**src/rtl/dmem_arbiter_pkg.sv**
```systemverilog
// dmem_pkg: shared constants and types for the DataMemory arbiter
package dmem_pkg;

    localparam int DATA_W    = 8;
    localparam int ADDR_W    = 8;
    localparam int NUM_WORDS = 32;

    typedef enum logic {
        PORT0 = 1'b0,
        PORT1 = 1'b1
    } owner_t;

    typedef struct packed {
        logic              we;
        logic [ADDR_W-1:0] addr;
        logic [DATA_W-1:0] wdata;
    } req_t;

    function automatic logic in_range(input logic [ADDR_W-1:0] addr);
        return addr < ADDR_W'(NUM_WORDS);
    endfunction

endpackage

```
**src/rtl/dmem_arbiter_if.sv**
```systemverilog
// dmem_arbiter_if: one requester port (valid/ready request plus response strobe)
interface dmem_arbiter_if;
    import dmem_pkg::*;

    logic              valid;
    logic              ready;
    logic              we;
    logic [ADDR_W-1:0] addr;
    logic [DATA_W-1:0] wdata;
    logic              rvalid;
    logic [DATA_W-1:0] rdata;
    logic              err;

    modport master (output valid, we, addr, wdata, input ready, rvalid, rdata, err);
    modport slave  (input valid, we, addr, wdata, output ready, rvalid, rdata, err);

endinterface

```
**src/rtl/dmem_arbiter_rr_arb2.sv**
```systemverilog
// rr_arb2: two-requester round-robin grant with a registered preference pointer
module rr_arb2 (
    input  logic       clk,
    input  logic       RST,
    input  logic [1:0] req_i,
    output logic [1:0] gnt_o,
    output logic       rr_o
);

    logic rr_q, rr_d;

    // a lone requester wins; a tie goes to rr, and the pointer then prefers the loser
    always_comb begin
        gnt_o = (&req_i) ? (rr_q ? 2'b10 : 2'b01) : req_i;
        rr_d  = gnt_o[0] ? 1'b1 : gnt_o[1] ? 1'b0 : rr_q;
    end

    // preference pointer
    always_ff @(posedge clk or negedge RST) begin
        if (!RST) rr_q <= 1'b0;
        else      rr_q <= rr_d;
    end

    assign rr_o = rr_q;

endmodule

```
**src/rtl/dmem_arbiter.sv**
```systemverilog
// dmem_arbiter: shares the DataMemory port between two requesters with a 2-stage in-order pipeline
module dmem_arbiter
    import dmem_pkg::*;
(
    input  logic              clk,
    input  logic              RST,
    dmem_arbiter_if.slave     p0,
    dmem_arbiter_if.slave     p1,
    output logic [ADDR_W-1:0] mem_addr,
    output logic [DATA_W-1:0] mem_wdata,
    output logic              mem_read,
    output logic              mem_write,
    input  logic [DATA_W-1:0] mem_rdata
);

    logic [1:0]        gnt;
    logic              rr;
    logic              acc, sel_err;
    owner_t            sel_owner;
    req_t              sel;
    logic              iss_vld_q, iss_vld_d, iss_we_q, iss_we_d, iss_err_q, iss_err_d;
    owner_t            iss_owner_q, iss_owner_d;
    logic              rsp_vld_q, rsp_vld_d, rsp_we_q, rsp_we_d, rsp_err_q, rsp_err_d;
    owner_t            rsp_owner_q, rsp_owner_d;
    logic [ADDR_W-1:0] mem_addr_q, mem_addr_d;
    logic [DATA_W-1:0] mem_wdata_q, mem_wdata_d;
    logic              mem_read_q, mem_read_d, mem_write_q, mem_write_d;
    logic [1:0]        rv;
    logic              rd_ok;

    rr_arb2 u_arb (
        .clk   (clk),
        .RST   (RST),
        .req_i ({p1.valid, p0.valid}),
        .gnt_o (gnt),
        .rr_o  (rr)
    );

    // pick the granted request and form the next issue/response stage contents
    always_comb begin
        acc         = |gnt;
        sel_owner   = owner_t'(p1.valid && (!p0.valid || rr));
        sel         = (sel_owner == PORT1) ? {p1.we, p1.addr, p1.wdata} : {p0.we, p0.addr, p0.wdata};
        sel_err     = !in_range(sel.addr);
        iss_vld_d   = acc;
        iss_owner_d = sel_owner;
        iss_we_d    = sel.we;
        iss_err_d   = sel_err;
        mem_read_d  = acc && !sel_err && !sel.we;
        mem_write_d = acc && !sel_err && sel.we;
        mem_addr_d  = (acc && !sel_err) ? sel.addr : mem_addr_q;
        mem_wdata_d = (acc && !sel_err) ? sel.wdata : mem_wdata_q;
        rsp_vld_d   = iss_vld_q;
        rsp_owner_d = iss_owner_q;
        rsp_we_d    = iss_we_q;
        rsp_err_d   = iss_err_q;
    end

    // issue and response pipeline registers; reset drops anything in flight
    always_ff @(posedge clk or negedge RST) begin
        if (!RST) begin
            iss_vld_q   <= 1'b0;
            iss_owner_q <= PORT0;
            iss_we_q    <= 1'b0;
            iss_err_q   <= 1'b0;
            rsp_vld_q   <= 1'b0;
            rsp_owner_q <= PORT0;
            rsp_we_q    <= 1'b0;
            rsp_err_q   <= 1'b0;
            mem_addr_q  <= '0;
            mem_wdata_q <= '0;
            mem_read_q  <= 1'b0;
            mem_write_q <= 1'b0;
        end else begin
            iss_vld_q   <= iss_vld_d;
            iss_owner_q <= iss_owner_d;
            iss_we_q    <= iss_we_d;
            iss_err_q   <= iss_err_d;
            rsp_vld_q   <= rsp_vld_d;
            rsp_owner_q <= rsp_owner_d;
            rsp_we_q    <= rsp_we_d;
            rsp_err_q   <= rsp_err_d;
            mem_addr_q  <= mem_addr_d;
            mem_wdata_q <= mem_wdata_d;
            mem_read_q  <= mem_read_d;
            mem_write_q <= mem_write_d;
        end
    end

    assign mem_addr  = mem_addr_q;
    assign mem_wdata = mem_wdata_q;
    assign mem_read  = mem_read_q;
    assign mem_write = mem_write_q;

    // grants are masked in reset; read data passes straight from the memory to the owner
    always_comb begin
        rv        = {rsp_vld_q && rsp_owner_q == PORT1, rsp_vld_q && rsp_owner_q == PORT0};
        rd_ok     = !rsp_we_q && !rsp_err_q;
        p0.ready  = gnt[0] && RST;
        p1.ready  = gnt[1] && RST;
        p0.rvalid = rv[0];
        p1.rvalid = rv[1];
        p0.rdata  = (rv[0] && rd_ok) ? mem_rdata : '0;
        p1.rdata  = (rv[1] && rd_ok) ? mem_rdata : '0;
        p0.err    = rv[0] && rsp_err_q;
        p1.err    = rv[1] && rsp_err_q;
    end

endmodule

```
**src/flat_wrapper.sv**
```systemverilog
// flat-port wrapper written by rule: the top's interface ports become plain ports
module dmem_arbiter_flat import dmem_pkg::*;
  (clk, RST, mem_addr, mem_wdata, mem_read, mem_write, mem_rdata, p0_valid, p0_we, p0_addr, p0_wdata, p0_ready, p0_rvalid, p0_rdata, p0_err, p1_valid, p1_we, p1_addr, p1_wdata, p1_ready, p1_rvalid, p1_rdata, p1_err);
  dmem_arbiter_if p0_i ();
  dmem_arbiter_if p1_i ();
  input  logic clk;
  input  logic RST;
  output logic [ADDR_W-1:0] mem_addr;
  output logic [DATA_W-1:0] mem_wdata;
  output logic mem_read;
  output logic mem_write;
  input  logic [DATA_W-1:0] mem_rdata;
  input wire logic [$bits(p0_i.valid)-1:0] p0_valid;
  input wire logic [$bits(p0_i.we)-1:0] p0_we;
  input wire logic [$bits(p0_i.addr)-1:0] p0_addr;
  input wire logic [$bits(p0_i.wdata)-1:0] p0_wdata;
  output wire logic [$bits(p0_i.ready)-1:0] p0_ready;
  output wire logic [$bits(p0_i.rvalid)-1:0] p0_rvalid;
  output wire logic [$bits(p0_i.rdata)-1:0] p0_rdata;
  output wire logic [$bits(p0_i.err)-1:0] p0_err;
  input wire logic [$bits(p1_i.valid)-1:0] p1_valid;
  input wire logic [$bits(p1_i.we)-1:0] p1_we;
  input wire logic [$bits(p1_i.addr)-1:0] p1_addr;
  input wire logic [$bits(p1_i.wdata)-1:0] p1_wdata;
  output wire logic [$bits(p1_i.ready)-1:0] p1_ready;
  output wire logic [$bits(p1_i.rvalid)-1:0] p1_rvalid;
  output wire logic [$bits(p1_i.rdata)-1:0] p1_rdata;
  output wire logic [$bits(p1_i.err)-1:0] p1_err;
  assign p0_i.valid = p0_valid;
  assign p0_i.we = p0_we;
  assign p0_i.addr = p0_addr;
  assign p0_i.wdata = p0_wdata;
  assign p0_ready = p0_i.ready;
  assign p0_rvalid = p0_i.rvalid;
  assign p0_rdata = p0_i.rdata;
  assign p0_err = p0_i.err;
  assign p1_i.valid = p1_valid;
  assign p1_i.we = p1_we;
  assign p1_i.addr = p1_addr;
  assign p1_i.wdata = p1_wdata;
  assign p1_ready = p1_i.ready;
  assign p1_rvalid = p1_i.rvalid;
  assign p1_rdata = p1_i.rdata;
  assign p1_err = p1_i.err;
  dmem_arbiter u_core (.clk(clk), .RST(RST), .p0(p0_i), .p1(p1_i), .mem_addr(mem_addr), .mem_wdata(mem_wdata), .mem_read(mem_read), .mem_write(mem_write), .mem_rdata(mem_rdata));
endmodule
```
**config.mk**
```make
export PLATFORM = sky130hd
export DESIGN_NAME = dmem_arbiter_flat
export DESIGN_NICKNAME = d
export VERILOG_FILES = /design/src/rtl/dmem_arbiter_pkg.sv /design/src/rtl/dmem_arbiter_if.sv /design/src/rtl/dmem_arbiter_rr_arb2.sv /design/src/rtl/dmem_arbiter.sv /design/src/flat_wrapper.sv
export SDC_FILE = /design/constraint.sdc
export NUM_CORES = 1
export LEC_CHECK = 0
export CORE_ASPECT_RATIO = 1.1
export CORE_MARGIN = 2
export CORE_UTILIZATION = 36
export DETAILED_ROUTE_END_ITERATION = 16
export GPL_TIMING_DRIVEN = 0
export PLACE_DENSITY = 0.9
export RECOVER_POWER = 100
export SYNTH_ARGS = -nofsm -noshare
export SYNTH_HDL_FRONTEND = slang
export SYNTH_HIERARCHICAL = 1
export SYNTH_SLANG_ARGS = --single-unit
```
**constraint.sdc**
```tcl
create_clock -name clk -period 2.6 [get_ports clk]
set_clock_uncertainty 0.2 [all_clocks]
set_input_delay 0.78 -clock clk [delete_from_list [all_inputs] [get_ports clk]]
set_output_delay 0.78 -clock clk [all_outputs]
set_load 0.02 [all_outputs]
```
==> results.yml <==
timing:
  period_share_pct: 98.22
  worst_slew_pin_slew_ns: 0.6008
  hold_viol_final: 0
  slew_headroom_pct: 59.95
  finalWorstSetupSlack_ns: 0.04640
  period_needed_ns: 2.554
  setup_violations: 0
  rsz0062_at_grt: "false"
  fmax_mhz: 391.6
  fin_setup_tns_ns: 0
  drv_slew: 0
finish:
  multi_input_area_um2: 658.1
  seqCellArea_um2: 675.6
  fillers: 308
  final_cell_mix: "clkdlybuf4s50_1, dfrtp_1, and2_1"
  layout.nets: 241
  final_util_pct: 61.59
  area_growth_pct: 65.89
  num_antenna_cells: 0
  drive_gt1_share_pct: 31.96
  final_common_cell: "clkdlybuf4s50_1"
yosys:
  yosysWarnings: 6
  synthTopCellsByArea: "dfrtp_1, mux2_2, and2_1, mux2_4, nor2b_1"
  syn_nets: 151
  yosys.area.top_type: "dfrtp_1"
  synth_cells: 105
  syn_area_um2: 1346
  yosys.area.top_type_share_pct: 50.19
  ys_seq_area_share_pct: 50.19
  yosysUniqueCellTypes: 22
  syn-mean-instance-area_um2: 12.82
  ys_ff_latch: 27
placed_design:
  place_ws_ns: -1.385
  place.gp.congestion: 0.7519
  port_buffers: 85
  dp_hpwl_mm: 2.462
hold_path:
  holdCritPathClass: "reg -> reg"
setup_path:
  crit_required_ns: 1.62
  slowest_delay_ns: 0.48
  cp_data_arrival_time_ns: 1.57
  path_cells: "clkdlybuf4s50_1 -> and2_1 -> clkbuf_2"
  start_kind: "input pin"
  end_kind: "output pin"
  worstSetupPathType: "in -> out"
  critPathMaxFanout: 2
  cp_slowest_cell: "clkdlybuf4s50_1"
drt:
  vias: 1110
  route.detailed.drc: 0
  wl_per_cell_um: 13.28
  wirelength_mm: 3.241
  postRouteAntennaNets: 0
  vias_per_cell: 4.549
  first_pass_iters: 4
  drt_iter0_drc: 13
die:
  die-area_um2: 4245
  ioPinCount: 86
  core_um2: 3626
  num_rows: 23
  dieHeight_um: 68.14
  die_w_um: 62.31
  initial_core_util_pct: 37.13
run_status:
  run_status: "finished clean"
cts:
  cts.sinks: 27
  clockBufferDepth: 2
  cts_inserted_buffers: 3
  clock-root-buffer: "clkbuf_8"
  cts_tree: "built"
  clock_latency_ns: 0.26
  hold_buffers: 0
  htreeDepth: 1
  clkTransAtPathRegs_ns: 0.08
power:
  power.density_nw_per_um2: 570.8
  p_leak_uw: 0.001014
  ir_drop_uv: 312.8
global_route:
  grt_pass1_vias: 1098
  antenna_found_initial: 0
  grt_pass1_wl_mm: 4.878
  grt_max_degree: 30
  track_usage_pct: 14.73
  grt_overflow_total: 0
job:
  maxCapViolCount: 0
==> metal layers <==
layer	up-vias	part of all wire [%]	GRT usage (%)
li1	539	-	-
met1	502	37	15.45
met2	67	51	28.13
met3	2	12	6.086
met4	0	0.40	3.333
met5	-	0	0
==> cells by family (layout without fill, tap and decap cells) <==
family | Yosys count | in the layout | synth area share, %
and+or+nand+nor | 38 | 38 | 17.57
buffers and inverters | 6 | 95 | 3.253
muxes | 27 | 27 | 24.54
DFF | 27 | 27 | 50.19
AOI/OAI and AO/OA | 7 | 7 | 4.462
==> per-stage QoR <==
step                cells  cell area, µm²  total power (µW)  hold WS [ns]
global route          244            2233              1350        0.1600
global placement      240            2260              1084        0.1315
finish                244            2233              1275        0.1529
floorplan             105            1346             814.3        0.1312
detailed placement    240            2260              1092        0.1365
CTS                   244            2280              1327        0.1566
==> cell usage after synthesis, drive strengths merged <==
| cell type | instances |
|---|---|
| a21bo | 1 |
| a21boi | 2 |
| a21oi | 3 |
| and2 | 21 |
| and3 | 1 |
| buf | 3 |
| dfrtp | 27 |
| inv | 3 |
| mux2 | 27 |
| nand2 | 1 |
| nand2b | 1 |
| nand3 | 3 |
| nor2 | 3 |
| nor2b | 4 |
| nor3 | 2 |
| nor3b | 2 |
| o22a | 1 |
==> power by group <==
group          total, µW  internal (µW)  switching, µW
sequential           548            505           43.1
clock                226            107            119
combinational        500            282            219
==> repair_timing <==
item / CTS / global route
buffers inserted: 0 / 0
endpoints found under the setup margin: 18 / 10
gates resized for setup: 78 / 15
==> critical path, delay by kind of cell <==
family | cells | cell delay (ns)
buffers and inverters | 2 | 0.65
and+or+nand+nor | 1 | 0.15
==> final timing paths <==
kind	end	slack, ns	start	cells past startpoint
worst max-delay path	p0_rdata[7]	0.05	mem_rdata[7]	3
worst min-delay path	u_core/rsp_owner_q$_DFF_PN0_	0.15	u_core/iss_owner_q$_DFF_PN0_	0
worst max register to register	u_core/mem_wdata[6]$_DFFE_PN0P_	0.27	u_core/u_arb/rr_o$_DFFE_PN0P_	5
worst min register to register	u_core/rsp_owner_q$_DFF_PN0_	0.15	u_core/iss_owner_q$_DFF_PN0_	0
max in group asynchronous	u_core/rsp_owner_q$_DFF_PN0_	1.72	RST	1
min in group asynchronous	u_core/mem_wdata[2]$_DFFE_PN0P_	0.22	RST	1
==> flip-flops by register name, summed over array words and instances (netlist names) <==
signal / count
u_core/u_arb/rr_o: 1
u_core/iss_owner_q: 1
u_core/rsp_we_q: 1
u_core/iss_err_q: 1
u_core/mem_read: 1
u_core/rsp_err_q: 1
u_core/rsp_vld_q: 1
u_core/rsp_owner_q: 1
u_core/iss_we_q: 1
u_core/iss_vld_q: 1
u_core/mem_addr: 8
u_core/mem_wdata: 8
u_core/mem_write: 1
==> layout make-up <==
cell class / count / share of cell area [%]
multi-input cells: 72 / 29.47
repair buffers: 85 / 33.50
clock buffers: 3 / 1.849
inverters: 3 / 0.5042
flip-flops and latches: 27 / 30.25
clock inverters: 1 / 0.2241
well taps: 50 / 2.801
plain buffers: 3 / 1.401
No activity file was read; power rests on OpenSTA's default activity.
